<file path="src/rtl/onchip_arb_pkg.sv">
// Shared types and defaults for the two-requester on-chip RAM arbiter.
package onchip_arb_pkg;

   localparam int ADDR_W_DEF   = 10;
   localparam int DATA_W_DEF   = 32;
   localparam int LOCK_MAX_DEF = 16;

   typedef enum logic [1:0] {
      UNLOCKED = 2'd0,
      LOCKED0  = 2'd1,
      LOCKED1  = 2'd2
   } lock_state_t;

   typedef logic req_id_t;

endpackage

</file>
<file path="src/rtl/onchip_arb_rr2.sv">
// Two-way round-robin grant with its rr_ptr register; rr_ptr names the tie winner.
module onchip_arb_rr2
   import onchip_arb_pkg::*;
(
   input  logic       clk,
   input  logic       reset,
   input  logic [1:0] req,
   input  logic       force_en,
   input  logic       force_ptr,
   output logic [1:0] gnt,
   output logic       rr_ptr
);

   req_id_t rr_ptr_q;

   assign rr_ptr = rr_ptr_q;

   always_comb begin
      gnt = req;
      if (req == 2'b11) begin
         gnt = rr_ptr_q ? 2'b10 : 2'b01;
      end
   end

   // Any grant is an accept; the pointer moves to whichever index did not win.
   always_ff @(posedge clk) begin
      if (reset) begin
         rr_ptr_q <= 1'b0;
      end else if (force_en) begin
         rr_ptr_q <= force_ptr;
      end else if (|gnt) begin
         rr_ptr_q <= gnt[0];
      end
   end

endmodule

</file>
<file path="src/rtl/onchip_mem_arbiter.sv">
// Shares one single-port RAM between two Avalon-MM requesters; optional lock FSM under ARB_LOCK_EN.
//   state    | meaning
//   UNLOCKED | plain round-robin between m0 and m1
//   LOCKED0  | only m0 may be granted until m0_lock drops or the hold limit expires
//   LOCKED1  | only m1 may be granted until m1_lock drops or the hold limit expires
module onchip_mem_arbiter
   import onchip_arb_pkg::*;
#(
   parameter int ADDR_W   = ADDR_W_DEF,
   parameter int DATA_W   = DATA_W_DEF,
   parameter int LOCK_MAX = LOCK_MAX_DEF
) (
   input  logic                clk,
   input  logic                reset,
   input  logic [ADDR_W-1:0]   m0_address,
   input  logic [DATA_W/8-1:0] m0_byteenable,
   input  logic                m0_read,
   input  logic                m0_write,
   input  logic [DATA_W-1:0]   m0_writedata,
   input  logic                m0_lock,
   output logic                m0_waitrequest,
   output logic [DATA_W-1:0]   m0_readdata,
   output logic                m0_readdatavalid,
   input  logic [ADDR_W-1:0]   m1_address,
   input  logic [DATA_W/8-1:0] m1_byteenable,
   input  logic                m1_read,
   input  logic                m1_write,
   input  logic [DATA_W-1:0]   m1_writedata,
   input  logic                m1_lock,
   output logic                m1_waitrequest,
   output logic [DATA_W-1:0]   m1_readdata,
   output logic                m1_readdatavalid,
   output logic [ADDR_W-1:0]   mem_address,
   output logic [DATA_W/8-1:0] mem_byteenable,
   output logic                mem_chipselect,
   output logic                mem_write,
   output logic [DATA_W-1:0]   mem_writedata,
   output logic                mem_clken,
   input  logic [DATA_W-1:0]   mem_readdata
);

   logic       req0, req1;
   logic [1:0] req_elig;
   logic [1:0] gnt;
   logic       rr_ptr;
   logic       rr_force;
   logic       rr_force_ptr;
   logic       rd_pend;
   req_id_t    rd_id;

   assign req0 = m0_read | m0_write;
   assign req1 = m1_read | m1_write;

`ifdef ARB_LOCK_EN
   localparam int              CNT_W    = $clog2(LOCK_MAX);
   localparam logic [CNT_W-1:0] TMR_LOAD = CNT_W'(LOCK_MAX - 2);
   localparam logic [CNT_W-1:0] TMR_ONE  = CNT_W'(1);

   lock_state_t      lock_state;
   logic [CNT_W-1:0] lock_tmr;

   always_comb begin
      req_elig = {req1, req0};
      case (lock_state)
         LOCKED0: req_elig = {1'b0, req0};
         LOCKED1: req_elig = {req1, 1'b0};
         default: req_elig = {req1, req0};
      endcase
   end

   // Hold expiry hands the next tie to the requester that was locked out.
   assign rr_force     = (lock_state != UNLOCKED) && (lock_tmr == '0);
   assign rr_force_ptr = (lock_state == LOCKED0);

   // The accept cycle counts as the first held cycle, so the timer covers LOCK_MAX-1 more.
   always_ff @(posedge clk) begin
      if (reset) begin
         lock_state <= UNLOCKED;
         lock_tmr   <= '0;
      end else begin
         case (lock_state)
            UNLOCKED: begin
               if (gnt[0] && m0_lock) begin
                  lock_state <= LOCKED0;
                  lock_tmr   <= TMR_LOAD;
               end else if (gnt[1] && m1_lock) begin
                  lock_state <= LOCKED1;
                  lock_tmr   <= TMR_LOAD;
               end
            end
            LOCKED0: begin
               if (!m0_lock || lock_tmr == '0) lock_state <= UNLOCKED;
               else                            lock_tmr   <= lock_tmr - TMR_ONE;
            end
            LOCKED1: begin
               if (!m1_lock || lock_tmr == '0) lock_state <= UNLOCKED;
               else                            lock_tmr   <= lock_tmr - TMR_ONE;
            end
            default: lock_state <= UNLOCKED;
         endcase
      end
   end
`else
   logic unused_lock;

   assign unused_lock  = m0_lock ^ m1_lock;
   assign req_elig     = {req1, req0};
   assign rr_force     = 1'b0;
   assign rr_force_ptr = 1'b0;
`endif

   onchip_arb_rr2 u_rr2 (
      .clk       (clk),
      .reset     (reset),
      .req       (req_elig),
      .force_en  (rr_force),
      .force_ptr (rr_force_ptr),
      .gnt       (gnt),
      .rr_ptr    (rr_ptr)
   );

   assign m0_waitrequest = req0 & ~gnt[0];
   assign m1_waitrequest = req1 & ~gnt[1];

   always_comb begin
      mem_address    = '0;
      mem_byteenable = '0;
      mem_write      = 1'b0;
      mem_writedata  = '0;
      if (gnt[0]) begin
         mem_address    = m0_address;
         mem_byteenable = m0_byteenable;
         mem_write      = m0_write;
         mem_writedata  = m0_writedata;
      end else if (gnt[1]) begin
         mem_address    = m1_address;
         mem_byteenable = m1_byteenable;
         mem_write      = m1_write;
         mem_writedata  = m1_writedata;
      end
   end

   assign mem_chipselect = |gnt;
   assign mem_clken      = ~reset;

   always_ff @(posedge clk) begin
      if (reset) begin
         rd_pend <= 1'b0;
         rd_id   <= 1'b0;
      end else begin
         rd_pend <= (gnt[0] & m0_read & ~m0_write) | (gnt[1] & m1_read & ~m1_write);
         rd_id   <= gnt[1];
      end
   end

   // Gated by reset so a read caught by reset never reports data.
   assign m0_readdatavalid = rd_pend & ~rd_id & ~reset;
   assign m1_readdatavalid = rd_pend &  rd_id & ~reset;
   assign m0_readdata      = m0_readdatavalid ? mem_readdata : '0;
   assign m1_readdata      = m1_readdatavalid ? mem_readdata : '0;

`ifndef SYNTHESIS
   always @(posedge clk) begin
      if (!reset) begin
         assert (!(m0_read && m0_write))
            else $warning("m0 read and write high together; serviced as a write");
         assert (!(m1_read && m1_write))
            else $warning("m1 read and write high together; serviced as a write");
      end
   end
`endif

endmodule

</file>
<file path="config.mk">
export PLATFORM = sky130hd
export DESIGN_NAME = onchip_mem_arbiter
export DESIGN_NICKNAME = d
export VERILOG_FILES = /design/src/rtl/onchip_arb_pkg.sv /design/src/rtl/onchip_arb_rr2.sv /design/src/rtl/onchip_mem_arbiter.sv
export SDC_FILE = /design/constraint.sdc
export NUM_CORES = 1
export LEC_CHECK = 0
export BUFFER_PORTS_ARGS = -buffer_cell sky130_fd_sc_hd__buf_4
export CAP_MARGIN = 0
export CELL_PAD_IN_SITES_DETAIL_PLACEMENT = 1
export CELL_PAD_IN_SITES_GLOBAL_PLACEMENT = 1
export CORE_ASPECT_RATIO = 0.9
export CORE_MARGIN = 2
export CORE_UTILIZATION = 11
export DETAILED_ROUTE_END_ITERATION = 10
export PLACE_DENSITY = 0.87
export SLEW_MARGIN = 20
export SYNTH_ARGS = -nofsm -noshare
export SYNTH_HDL_FRONTEND = slang
export SYNTH_SLANG_ARGS = --single-unit
</file>
<file path="constraint.sdc">
create_clock -name clk -period 1.2 [get_ports clk]
set_input_delay 0.12 -clock clk [delete_from_list [all_inputs] [get_ports clk]]
set_output_delay 0.12 -clock clk [all_outputs]
set_load 0.01 [all_outputs]
</file>
After elaboration in Yosys (flattened, before gate mapping) --
Cells that the tools add are included.
Storage, ports and cells: logic and storage cells 36, input bits 132, output and inout bits 117, register bits 3
Cells by class: mux-type cells 12, bitwise logic cells 19, equality and inequality tests 1, reduce and logical (&&, ||, !) cells 1
Operator list (count):
- 2-to-1 mux 32 bit | 4
- 2-to-1 mux 10 bit | 2
- bitwise AND 1 bit | 10
- 2-to-1 mux 4 bit | 2
- inverter 1 bit | 6
- 2-to-1 mux 2 bit | 2
- OR 1 bit | 3
- equality test 2 bit (second input constant) | 1
- 2-to-1 mux 1 bit | 2
- OR reduction 2 bit | 1

Depth between registers and ports, before layout --
Gate-level depths: netlist of the first run.
depth in word-level cells 6, gate-level depth with buffers 5, mapped depth without buffers 3

Modules after synthesis --
From an unflattened synthesis of the first run, not the netlist that was laid out.
Second synthesis, totals: cell total of the unflattened synthesis 156, area, all modules 1272.5 µm²
Modules (own cells, without submodules):
- onchip_mem_arbiter | sequential area each 40.0 µm², cells an instance 148, area an instance 1196.1 µm², times used 1
- onchip_arb_rr2 | sequential area each 20.0 µm², cells an instance 8, area an instance 76.3 µm², times used 1

Worst setup path before layout of the first run --
No wires, ideal clock.
path type reg-to-output, from register u_rr2.rr_ptr_q (netlist: u_rr2.rr_ptr), to output port mem_address[3], path buffers 2, slack -0.027 ns, data required time 1.080 ns, data arrival time 1.107 ns, stages on the path, launching flop included 6, cell sequence dfxtp_1 -> buf_2 -> o21a_1 -> nor2_4 -> buf_6 -> a22o_1
Between the ends: longest elaborated chain between the ends 4
Ends and longest elaborated chain:
- from (decl) | line onchip_arb_rr2.sv:14 | req_id_t rr_ptr_q;
- from (signal assigned) | line onchip_arb_rr2.sv:30 | rr_ptr_q <= force_ptr;
- from (signal assigned) | line onchip_arb_rr2.sv:32 | rr_ptr_q <= gnt[0];
- 2-to-1 mux 2 bit * | line onchip_arb_rr2.sv:21 | gnt = rr_ptr_q ? 2'b10 : 2'b01;
- 2-to-1 mux 2 bit * | line onchip_arb_rr2.sv:20 | if (req == 2'b11) begin
- 2-to-1 mux 10 bit | line onchip_mem_arbiter.sv:135 | end else if (gnt[1]) begin
- 2-to-1 mux 10 bit * | line onchip_mem_arbiter.sv:130 | if (gnt[0]) begin
- to (decl) | line onchip_mem_arbiter.sv:33 | output logic [ADDR_W-1:0] mem_address,
Mark *: on every way between the ends. The rest lies on a longest branch, timed or not.

Worst setup path in the final report of the first run --
from register u_rr2.rr_ptr_q (netlist: u_rr2.rr_ptr), to output port mem_writedata[22]
Between the ends: longest elaborated chain between the ends 4
Ends and longest elaborated chain:
- 2-to-1 mux 2 bit * | line onchip_arb_rr2.sv:21
- 2-to-1 mux 2 bit * | line onchip_arb_rr2.sv:20
- 2-to-1 mux 32 bit | line onchip_mem_arbiter.sv:135
- 2-to-1 mux 32 bit * | line onchip_mem_arbiter.sv:130
- to (decl) | line onchip_mem_arbiter.sv:37 | output logic [DATA_W-1:0] mem_writedata,
Marked as above.

==> results of run 1 <==
-- sequential cells by signal, indices dropped and copies added, names as in the netlist --
name / count
rd_id: 1
u_rr2.rr_ptr: 1
rd_pend: 1
-- worst max-delay path: stages (launching register included) --
cell       delay, ps
dfxtp_2          320
buf_6            130
o22a_4           280
clkbuf_16        180
a22o_1           200
buf_6            130
-- kinds of logic (layout without fill, tap and decap cells) --
logic type	Yosys count	count (layout)	share of synthesized area (%)
and+or+nand+nor	79	82	43.7
AOI/OAI and AO/OA	52	53	39.4
buffers and inverters	18	293	11.6
DFF	3	3	5.31
-- routing by layer --
metal / track usage [%] / share of wire (%) / vias to the layer above
met5: 0 / 0 / -
met4: 2.60 / 0.86 / 0
met3: 3.56 / 7.5 / 8
met2: 34.6 / 57 / 158
met1: 16.4 / 35 / 1126
li1: - / - / 1118
-- layout by cell type, fill, tap and decap left out, types with 2 or more instances in the layout --
cell	n
buf_16	7
o22a_4	2
nor3_1	2
buf_8	2
buf_6	112
nor2_1	3
inv_1	2
a22o_1	46
buf_4	156
and2_4	51
dfxtp_2	3
clkbuf_16	7
buf_12	6
and2_1	14
nor2_4	5
-- path summary, 6_finish.rpt --
| kind | start | endpoint | slack, ps | cells past startpoint |
|---|---|---|---|---|
| worst max-delay path | u_rr2.rr_ptr$_SDFFE_PP0P_ | mem_writedata[22] | -390 | 5 |
| worst min-delay path | reset | u_rr2.rr_ptr$_SDFFE_PP0P_ | 130 | 2 |
| worst max register to register | u_rr2.rr_ptr$_SDFFE_PP0P_ | rd_id$_SDFF_PP0_ | 0 | 5 |
| worst min register to register | u_rr2.rr_ptr$_SDFFE_PP0P_ | u_rr2.rr_ptr$_SDFFE_PP0P_ | 850 | 4 |
-- area by class of cell --
| cell class | count | area share (%) |
|---|---|---|
| Clock buffer | 4 | 1.81 |
| Timing Repair Buffer | 287 | 65.9 |
| Sequential cell | 3 | 1.46 |
| Multi-Input combinational cell | 135 | 27.0 |
| Tap cell | 129 | 3.70 |
| Inverter | 2 | 0.172 |
-- power breakdown --
part	total (mW)	internal [mW]	leakage [nW]	switching, mW
logic	1.85	1.15	2.17	0.699
clock network	0.531	0.439	0.0382	0.0921
registers	0.117	0.110	0.0258	0.00688
total	2.49	1.69	2.23	0.798
-- stage by stage --
step	cell area, um^2	hold WS, ps	setup slack, ps	utilization (%)
after floorplan	1140	199	-8.96	-
after global placement	3140	338	-547	31.0
after detailed placement	3140	355	-611	31.0
after CTS	3950	131	-378	39.1
after global routing	4360	133	-412	43.1
final	4360	128	-389	43.1
-- repair_timing --
action / in CTS / in global routing
endpoints found under the setup margin: 114 / 115
resized for setup: 118 / 78
gates cloned: 12 / 6
buffers inserted: 10 / 9
pin swaps: 17 / 49
==> results.txt, run 1 <==
----------------------------------------------------
[STA]
  Number of hold violations in the final report ... 0
  Unrepaired setup endpoints after global routing ... yes
  Slew at the pin closest to its max-slew limit ... 264 ps
  Shortest clock period the worst path allows after layout ... approximately 1600 ps
  Final setup skew ... 1.15 ps
  Timing-limited maximum frequency ... 629 MHz
  Post-route setup slack ... -389 ps
  Worst slew margin relative to its limit ... 82.3%
  Number of setup violations in the final report ... 116
  Post-route setup TNS ... -27,850 ps
  Post-route fraction of the period consumed by the critical path ... 132%
  Total count of max-transition violations in the final report ... 0

[CTS]
  Root Buffer Master ... clkbuf_16
  Max clock buf depth ... 2
  CTS Hold Buffers Added ... 0
  CTS HTree Levels ... 1
  TritonCTS clock tree ... done
  Insertion delay to the later sink of the worst-skew pair ... around 220 ps
  Sinks on the clock net ... 3
  Clock edge transition at the registers on the reported setup and hold paths ... 30 ps
  Clock buffers created by TritonCTS ... 3

[Floorplan]
  Total core area ... 10,100 um^2
  Height of the die ... 100 um
  Starting density of the core ... 11.2%
  I/O pin count ... 249
  Floorplan die area ... 11,100 um^2
  Cell row count ... 35
  Width of the die ... about 110 um

[Worst hold path]
  Worst hold path type ... in2reg

[Drt]
  Antenna-violating nets left ... 0
  Iter 0 DRT Violations ... 38
  Via count ... 2,410
  Total wire length after detailed routing ... between 10,000 and 15,000 um
  Number of remaining DRC errors ... 0
  Routed len/inst ... 19.2 um
  First-pass detailed-route iteration total ... 4
  Detailed-route vias per instance ... 4.30

[Global route]
  First-pass GRT wire length ... 14,400 um
  GRT Total Usage ... 16.3%
  Global route overflow ... 0
  Via count of the first global-routing pass ... 2,576
  Pin count of the biggest net entering global routing ... 24
  Number of antenna violations at the first check in global routing ... 0

[Synth]
  Sequential-to-total area share from yosys stat ... 5.31%
  Number of synthesized register bits ... 3
  Number of nets in the synthesized netlist ... 284
  Top post-synthesis cells by count ... and2_1, a22o_1, buf_6
  Cell with the most instances after synthesis ... and2_1
  Cell area after synthesis ... ~1100 um^2
  Largest area contributor in the synthesized netlist ... and2_1
  Async set or reset register ratio after synthesis ... 0%
  Area share of the largest cell type after synthesis ... a little over a third
  Top cells by area in the synthesized netlist ... and2_1, a22o_1, buf_6
  Number of unique standard cell types used by synthesis ... 21
  Number of cells produced by synthesis ... 152
  Number of enable flip-flop cells after synthesis ... 0
  Yosys warnings ... 0
  Synth Flop Type ... dfxtp_1
  Post-Synthesis Mean Instance Area ... 7.44 um^2

[Power]
  Post-route total power ... 2.49 mW
  Power per unit of standard cell area ... 571 nW/um^2
  Cell leakage power ... 2.23 nW
  IR drop worst, VDD ... 453 uV

[Place]
  IO buf count ... 246
  Placed cells ... 522
  Detailed placement HPWL ... 6570 um
  Final weighted congestion of routability-driven global placement ... between 0.8 and 0.9

[Final layout]
  Share of layout cells above drive strength 1 ... between 80% and 90%
  Synth-to-Final Area Change ... 286%
  Number of inserted diodes ... 0
  # fillers ... 1,139
  Sequential standard cell area ... 63.8 um^2
  Net count reported at finish ... ~560
  Non-filler cells, final ... 560
  Multi-input gate area in the final layout ... 1180 um^2

[Setup path]
  Critical path capture point type ... primary output
  Crit path max fanout ... 6
  Kind of start point of the critical path ... register
  Required time of the worst setup path ... between 1000 and 1500 ps
  Arrival time reported for the critical path endpoint ... 1470 ps
  Crit Path Category ... reg2out

[Run status]
  Result of the run ... finished with violations
  Failing checks ... negative setup slack

[Run]
  # Max-Cap Violations ... 0

----------------------------------------------------
Power figures use the tool's default switching activity.
==> run 2, diff against run 1 <==
==> constraint.sdc (replaced) <==
create_clock -name clk -period 1.3 [get_ports clk]
set_input_delay 0.13 -clock clk [delete_from_list [all_inputs] [get_ports clk]]
set_output_delay 0.13 -clock clk [all_outputs]
set_load 0.01 [all_outputs]
==> run 2 against run 1 <==
  * The flow still finishes with violations (negative setup slack)
  * Sequential share of layout area about the same
  * Largest cell class unchanged
  * Critical path depth unchanged
  * Combinational power fell by 12%
  * Clock skew hardly changed
  * Global-route usage up 0.85 points
  * Routed wire length up 0.49%
  * Non-clock buffer count fell by 6
  * Highest routed layer unchanged
  * Via count decreased by 0.58%
  * Register-to-register slack gained 190 ps
  * Sequential power is 6% lower
  * Largest power group unchanged
  * Hold slack better by 8.0 ps
  * Sequential cell count did not move
==> results.txt, run 2 (synthesis results as in run 1) <==
----------------------------------------------------
[CTS]
  Clock buffers created by TritonCTS ... 3 (unchanged)
  Clock edge transition at the registers on the reported setup and hold paths ... 30 ps (about the same)
  Sinks on the clock net ... 3 (unchanged)
  Insertion delay to the later sink of the worst-skew pair ... 230 ps (about the same)
  TritonCTS clock tree ... done
  Max clock buf depth ... 2 (unchanged)
  CTS HTree Levels ... 1 (unchanged)
  Root Buffer Master ... clkbuf_16
  CTS Hold Buffers Added ... 0 (unchanged)

[Setup path]
  CP dominant cell by count ... buf_6
  Crit path max fanout ... 23 (+17)
  Cell family contributing the most delay on the critical path ... compound AO/OA/AOI/OAI gates
  Critical path capture point type ... primary output
  Required time of the worst setup path ... 1170 ps (+90 ps)
  Kind of start point of the critical path ... register
  Biggest cell delay along the critical path ... 330 ps (about the same)
  Crit Path Category ... reg2out
  Crit path max-delay cell type ... dfxtp_2
  Number of buffers and inverters on the critical path ... 3 (unchanged)
  Arrival time reported for the critical path endpoint ... 1460 ps (about the same)
  Critical Path, Cell by Cell ... buf_6 -> o22a_4 -> buf_16 -> a22o_1 -> buf_6

[Drt]
  First-pass detailed-route iteration total ... 3 (-1)
  Iter 0 DRT Violations ... 29 (-24%)
  Total wire length after detailed routing ... 10,800 um (+0.49%)
  Antenna-violating nets left ... 0 (unchanged)
  Detailed-route vias per instance ... 4.33 (+0.68%)
  Via count ... 2,396 (-0.58%)
  Number of remaining DRC errors ... 0 (unchanged)
  Routed len/inst ... 19.6 um (+1.8%)

[Final layout]
  Post-Layout Inst Area ... 4360 um^2 (-0.14%)
  Non-filler cells, final ... 553 (-1.3%)
  # fillers ... 1,138 (-0.088%)
  Synth-to-Final Area Change ... 285%
  Share of layout cells above drive strength 1 ... 85.8% (+2.8 points)
  Number of inserted diodes ... 0 (unchanged)
  Top library cells by usage in the layout, fill and taps aside ... buf_4, buf_6, and2_4
  Net count reported at finish ... 557 (-1.2%)
  Most frequent standard cell in the layout excluding fill and tap cells ... buf_4

[Floorplan]
  Starting density of the core ... 11.2% (unchanged)
  Floorplan die area ... 11,100 um^2 (unchanged)
  Height of the die ... 100 um (unchanged)
  I/O pin count ... 249 (unchanged)
  Width of the die ... 111 um (unchanged)
  Cell row count ... 35 (unchanged)
  Total core area ... 10,100 um^2 (unchanged)

[Global route]
  GRT Total Usage ... 17.2% (+0.85 points)
  Via count of the first global-routing pass ... 2,571 (-0.19%)
  Pin count of the biggest net entering global routing ... 24 (unchanged)
  Global route overflow ... 0 (unchanged)
  First-pass GRT wire length ... 15,000 um (+4.1%)
  Number of antenna violations at the first check in global routing ... 0 (unchanged)

[Place]
  Pre-CTS setup slack ... -533 ps (+78.3 ps)
  IO buf count ... 246 (unchanged)
  Placed cells ... 522 (unchanged)
  Final weighted congestion of routability-driven global placement ... 0.844 (+0.34%)
  Detailed placement HPWL ... 6550 um (-0.30%)
  Placed Area ... 3140 um^2 (unchanged)

[STA]
  Total count of max-transition violations in the final report ... 0 (unchanged)
  Number of setup violations in the final report ... 113 (-2.6%)
  Shortest clock period the worst path allows after layout ... roughly 1600 ps
  Unrepaired setup endpoints after global routing ... yes
  Post-route fraction of the period consumed by the critical path ... 122%
  Post-route setup slack ... -292 ps (+96.9 ps)
  Final hold slack ... 136 ps (+7.95 ps)
  Worst slew margin relative to its limit ... 77.4% (-5.0 points)
  Final setup skew ... 0.668 ps (-0.477 ps)
  Slew at the pin closest to its max-slew limit ... 339 ps (+74.9 ps)
  Number of hold violations in the final report ... 0 (unchanged)
  Timing-limited maximum frequency ... 628 MHz

[Power]
  IR drop worst, VDD ... 286 uV (-37%)
  Cell leakage power ... 2.20 nW (-1.2%)
  Post-route total power ... 2.23 mW (-11%)
  Power per unit of standard cell area ... 511 nW/um^2 (-11%)

[Run status]
  Failing checks ... negative setup slack
  Result of the run ... finished with violations

[Worst hold path]
  Worst hold path type ... in2reg

[Run]
  # Max-Cap Violations ... 0 (unchanged)

----------------------------------------------------
run 2: changes by cell type in the layout (fill, tap and decap cells not counted), sizes merged:
cell,change
buf,-2
clkbuf,-4
o22a,-1
run 2: metrics by stage:
stage	utilization, %	TNS (ps)
3_5_place_dp	31.0	-21840
2_1_floorplan	-	0
5_1_grt	43.1	-27220
4_1_cts	40.0	-21430
3_3_place_gp	31.0	-18480
6_report	43.1	-24130
run 2: repair_timing:
item,in CTS,in global routing
pin swaps,27,43
gates resized for setup,124,90
endpoints found under the hold margin,0,0
gates cloned,14,0
setup endpoints to repair,111,114
setup buffers,10,6
run 2: area by class of cell:
type	count	area (um^2)	share of cell area (%)
clock buffers	4	78.8	1.81
inverters	2	7.51	0.172
multi-input cells	134	1190	27.4
flip-flops and latches	3	63.8	1.46
well taps	129	161	3.70
repair buffers	281	2850	65.5
run 2: worst paths after layout:
kind                                           startpoint  slack, ps                        end  cells past startpoint
worst max register to register  u_rr2.rr_ptr$_SDFFE_PP0P_        190           rd_id$_SDFF_PP0_                      4
worst max-delay path            u_rr2.rr_ptr$_SDFFE_PP0P_       -290          mem_byteenable[0]                      5
worst min register to register  u_rr2.rr_ptr$_SDFFE_PP0P_        780  u_rr2.rr_ptr$_SDFFE_PP0P_                      3
worst min-delay path                                reset        140  u_rr2.rr_ptr$_SDFFE_PP0P_                      2
run 2: power by group:
part | internal [mW] | switching (mW)
logic | 0.993 | 0.625
clock network | 0.406 | 0.0935
registers | 0.102 | 0.00814
run 2: metal layers:
metal	global-route usage, %	up-vias	part of all wire, %
li1	-	1101	-
met1	17.3	1135	34
met2	37.5	153	58
met3	3.32	7	7.2
met4	1.15	0	0.62
met5	0	-	0
==> run 3, diff against run 2 <==
--- a/config.mk
+++ b/config.mk
@@ -5,15 +5,16 @@
 export SDC_FILE = /design/constraint.sdc
 export NUM_CORES = 1
 export LEC_CHECK = 0
+export ABC_AREA = 1
 export BUFFER_PORTS_ARGS = -buffer_cell sky130_fd_sc_hd__buf_4
 export CAP_MARGIN = 0
 export CELL_PAD_IN_SITES_DETAIL_PLACEMENT = 1
 export CELL_PAD_IN_SITES_GLOBAL_PLACEMENT = 1
 export CORE_ASPECT_RATIO = 0.9
-export CORE_MARGIN = 2
+export CORE_MARGIN = 4
 export CORE_UTILIZATION = 11
 export DETAILED_ROUTE_END_ITERATION = 10
-export PLACE_DENSITY = 0.87
+export PLACE_DENSITY = 0.9
 export SLEW_MARGIN = 20
 export SYNTH_ARGS = -nofsm -noshare
 export SYNTH_HDL_FRONTEND = slang
==> run 3 against run 2 <==
  * The flow still finishes with violations (negative setup slack)
  * Global-route usage shrank 1.8 points
  * Via count grew 21%
  * Sequential share of layout area down 0.053 points
  * Utilization rose by 1.8 points
  * Routed wire length is 20% higher
  * Maximum frequency is 5.4% higher
  * Area after synthesis increased by 8.3%
  * Synthesized cell count increased by 87%
  * Critical path type unchanged
==> results.txt, run 3 <==
----------------------------------------------------
[Drt]
  Detailed-route vias per instance ... 4.08 (-5.8%)
  Via count ... 2,906 (+21%)
  Total wire length after detailed routing ... 13,000 um (+20%)
  Iter 0 DRT Violations ... 146 (+400%)
  First-pass detailed-route iteration total ... 4 (+1)
  Antenna-violating nets left ... 0 (unchanged)
  Number of remaining DRC errors ... 0 (unchanged)
  Routed len/inst ... 18.2 um (-6.9%)

[Floorplan]
  I/O pin count ... 249 (unchanged)
  Starting density of the core ... 11.3% (+0.10 points)
  Floorplan die area ... 12,900 um^2 (+16%)
  Total core area ... 10,900 um^2 (+7.3%)
  Height of the die ... 108 um (+7.9%)
  Cell row count ... 36 (+2.9%)
  Width of the die ... 119 um (+7.5%)

[CTS]
  Max clock buf depth ... 2 (unchanged)
  Sinks on the clock net ... 3 (unchanged)
  CTS HTree Levels ... 1 (unchanged)
  TritonCTS clock tree ... done
  Root Buffer Master ... clkbuf_16
  CTS Hold Buffers Added ... 0 (unchanged)
  Insertion delay to the later sink of the worst-skew pair ... 230 ps (about the same)
  Clock buffers created by TritonCTS ... 3 (unchanged)
  Clock edge transition at the registers on the reported setup and hold paths ... 40 ps (about the same)

[Synth]
  Number of cells produced by synthesis ... 284 (+87%)
  Post-Synthesis Mean Instance Area ... 4.31 um^2 (-42%)
  Top cells by area in the synthesized netlist ... nand2_1, nor2_1, inv_1
  Number of nets in the synthesized netlist ... 416 (+46%)
  Synth Flop Type ... dfxtp_1
  Sequential-to-total area share from yosys stat ... 4.90% (-0.41 points)
  Cell area after synthesis ... 1220 um^2 (+8.3%)
  Top post-synthesis cells by count ... nand2_1, nor2_1, inv_1
  Async set or reset register ratio after synthesis ... 0% (unchanged)
  Number of enable flip-flop cells after synthesis ... 0 (unchanged)
  Number of synthesized register bits ... 3 (unchanged)
  Yosys warnings ... 0 (unchanged)
  Cell with the most instances after synthesis ... nand2_1
  Area share of the largest cell type after synthesis ... 44.4% (+8.5 points)
  Largest area contributor in the synthesized netlist ... nand2_1
  Number of unique standard cell types used by synthesis ... 14 (-33%)

[Final layout]
  Net count reported at finish ... 693 (+24%)
  Share of layout cells above drive strength 1 ... 74.8% (-11 points)
  Synth-to-Final Area Change ... 298%
  Top library cells by usage in the layout, fill and taps aside ... buf_4, buf_6, nand2_1
  Most frequent standard cell in the layout excluding fill and tap cells ... buf_4
  Number of inserted diodes ... 0 (unchanged)
  # fillers ... 1,289 (+13%)

[STA]
  Total count of max-transition violations in the final report ... 0 (unchanged)
  Slew at the pin closest to its max-slew limit ... 367 ps (+28.4 ps)
  Final setup skew ... 4.55 ps (+3.88 ps)
  Shortest clock period the worst path allows after layout ... 1510 ps (-81.0 ps)
  Final hold slack ... 95.5 ps (-40.8 ps)
  Post-route fraction of the period consumed by the critical path ... 116% (-6.2 points)
  Timing-limited maximum frequency ... 662 MHz (+5.4%)
  Unrepaired setup endpoints after global routing ... yes
  Number of hold violations in the final report ... 0 (unchanged)
  Number of setup violations in the final report ... 99 (-12%)
  Post-route setup slack ... -211 ps (+81.0 ps)
  Worst slew margin relative to its limit ... 75.3% (-2.1 points)

[Global route]
  Number of antenna violations at the first check in global routing ... 0 (unchanged)
  Via count of the first global-routing pass ... 2,978 (+16%)
  First-pass GRT wire length ... 15,600 um (+4.2%)
  Global route overflow ... 0 (unchanged)
  GRT Total Usage ... 15.4% (-1.8 points)
  Pin count of the biggest net entering global routing ... 34 (+42%)

[Setup path]
  Critical path capture point type ... primary output
  Required time of the worst setup path ... 1170 ps (about the same)
  Crit path max fanout ... 6 (-74%)
  Kind of start point of the critical path ... register
  Crit Path Category ... reg2out
  Arrival time reported for the critical path endpoint ... 1380 ps (-80 ps)

[Worst hold path]
  Worst hold path type ... in2reg

[Place]
  Final weighted congestion of routability-driven global placement ... 0.794 (-5.9%)
  Pre-CTS setup slack ... -253 ps (+280 ps)
  Detailed placement HPWL ... 7490 um (+14%)
  IO buf count ... 246 (unchanged)

[Power]
  Power per unit of standard cell area ... 493 nW/um^2 (-3.4%)
  Cell leakage power ... 2.54 nW (+15%)
  Post-route total power ... 2.40 mW (+8.0%)
  IR drop worst, VDD ... 309 uV (+7.9%)

[Run]
  # Max-Cap Violations ... 0 (unchanged)

[Run status]
  Failing checks ... negative setup slack
  Result of the run ... finished with violations

----------------------------------------------------
-- run 3: cell count changes in the layout (fill, tap and decap cells not counted), sizes merged, moves of 7 or more --
cell / delta
inv: +37
clkbuf: +7
nor2: +76
a22o: -46
nand2: +143
buf: -10
and2: -65
-- run 3: power breakdown --
part	internal, mW	total [mW]	switching, mW
clock	0.407	0.519	0.112
sequential	0.100	0.112	0.0125
combinational	0.928	1.77	0.845
total	1.44	2.40	0.969
-- run 3: layout make-up --
| cell class | instances | area (um^2) | area share (%) |
|---|---|---|---|
| Clock buffer | 4 | 78.8 | 1.62 |
| Inverter | 40 | 158 | 3.23 |
| Multi-Input combinational cell | 235 | 1660 | 34.0 |
| Sequential cell | 3 | 68.8 | 1.41 |
| Tap cell | 152 | 190 | 3.90 |
| Timing Repair Buffer | 278 | 2720 | 55.8 |
-- run 3: path summary, 6_finish.rpt --
check,startpoint,endpoint,slack [ps],cells after the start
worst max register to register,u_rr2.rr_ptr$_SDFFE_PP0P_,u_rr2.rr_ptr$_SDFFE_PP0P_,240,6
worst min-delay path,reset,rd_pend$_SDFF_PP0_,100,2
worst min register to register,u_rr2.rr_ptr$_SDFFE_PP0P_,u_rr2.rr_ptr$_SDFFE_PP0P_,660,2
worst max-delay path,u_rr2.rr_ptr$_SDFFE_PP0P_,mem_address[2],-210,7
-- run 3: cell families after synthesis --
group / share of synthesized area (%)
AND/OR/NAND/NOR: 73.2
buffers and inverters: 20.2
AO/OA/AOI/OAI: 1.63
flip-flops: 4.90
-- run 3: repair_timing --
item	in CTS	in global routing
hold endpoints to repair	0	0
pin swaps	22	28
cloned	9	8
resized for setup	51	254
buffers inserted	11	9
setup endpoints to repair	78	108
-- run 3: stage by stage --
stage	utilization [%]	instance area, um^2	setup TNS [ps]	std cells
after CTS	34.4	3740	-8970	701
final	44.9	4870	-11930	712
after detailed placement	30.0	3260	-8030	677
after global routing	44.9	4870	-16100	712
after global placement	30.0	3260	-6120	677
after floorplan	-	1220	0	284
-- run 3: worst max-delay path: stages (launching register included) --
cell	delay (ps)
dfxtp_4	360
inv_4	70
nor2_4	40
buf_6	140
nor2_4	220
nand2_1	120
nand2_2	90
buf_6	100
-- run 3: metal layers --
metal	share of wire [%]	track usage [%]	vias to the layer above
li1	-	-	1381
met5	0	0	-
met4	1.7	3.39	0
met1	36	17.5	1371
met2	56	29.6	137
met3	6.2	3.03	17
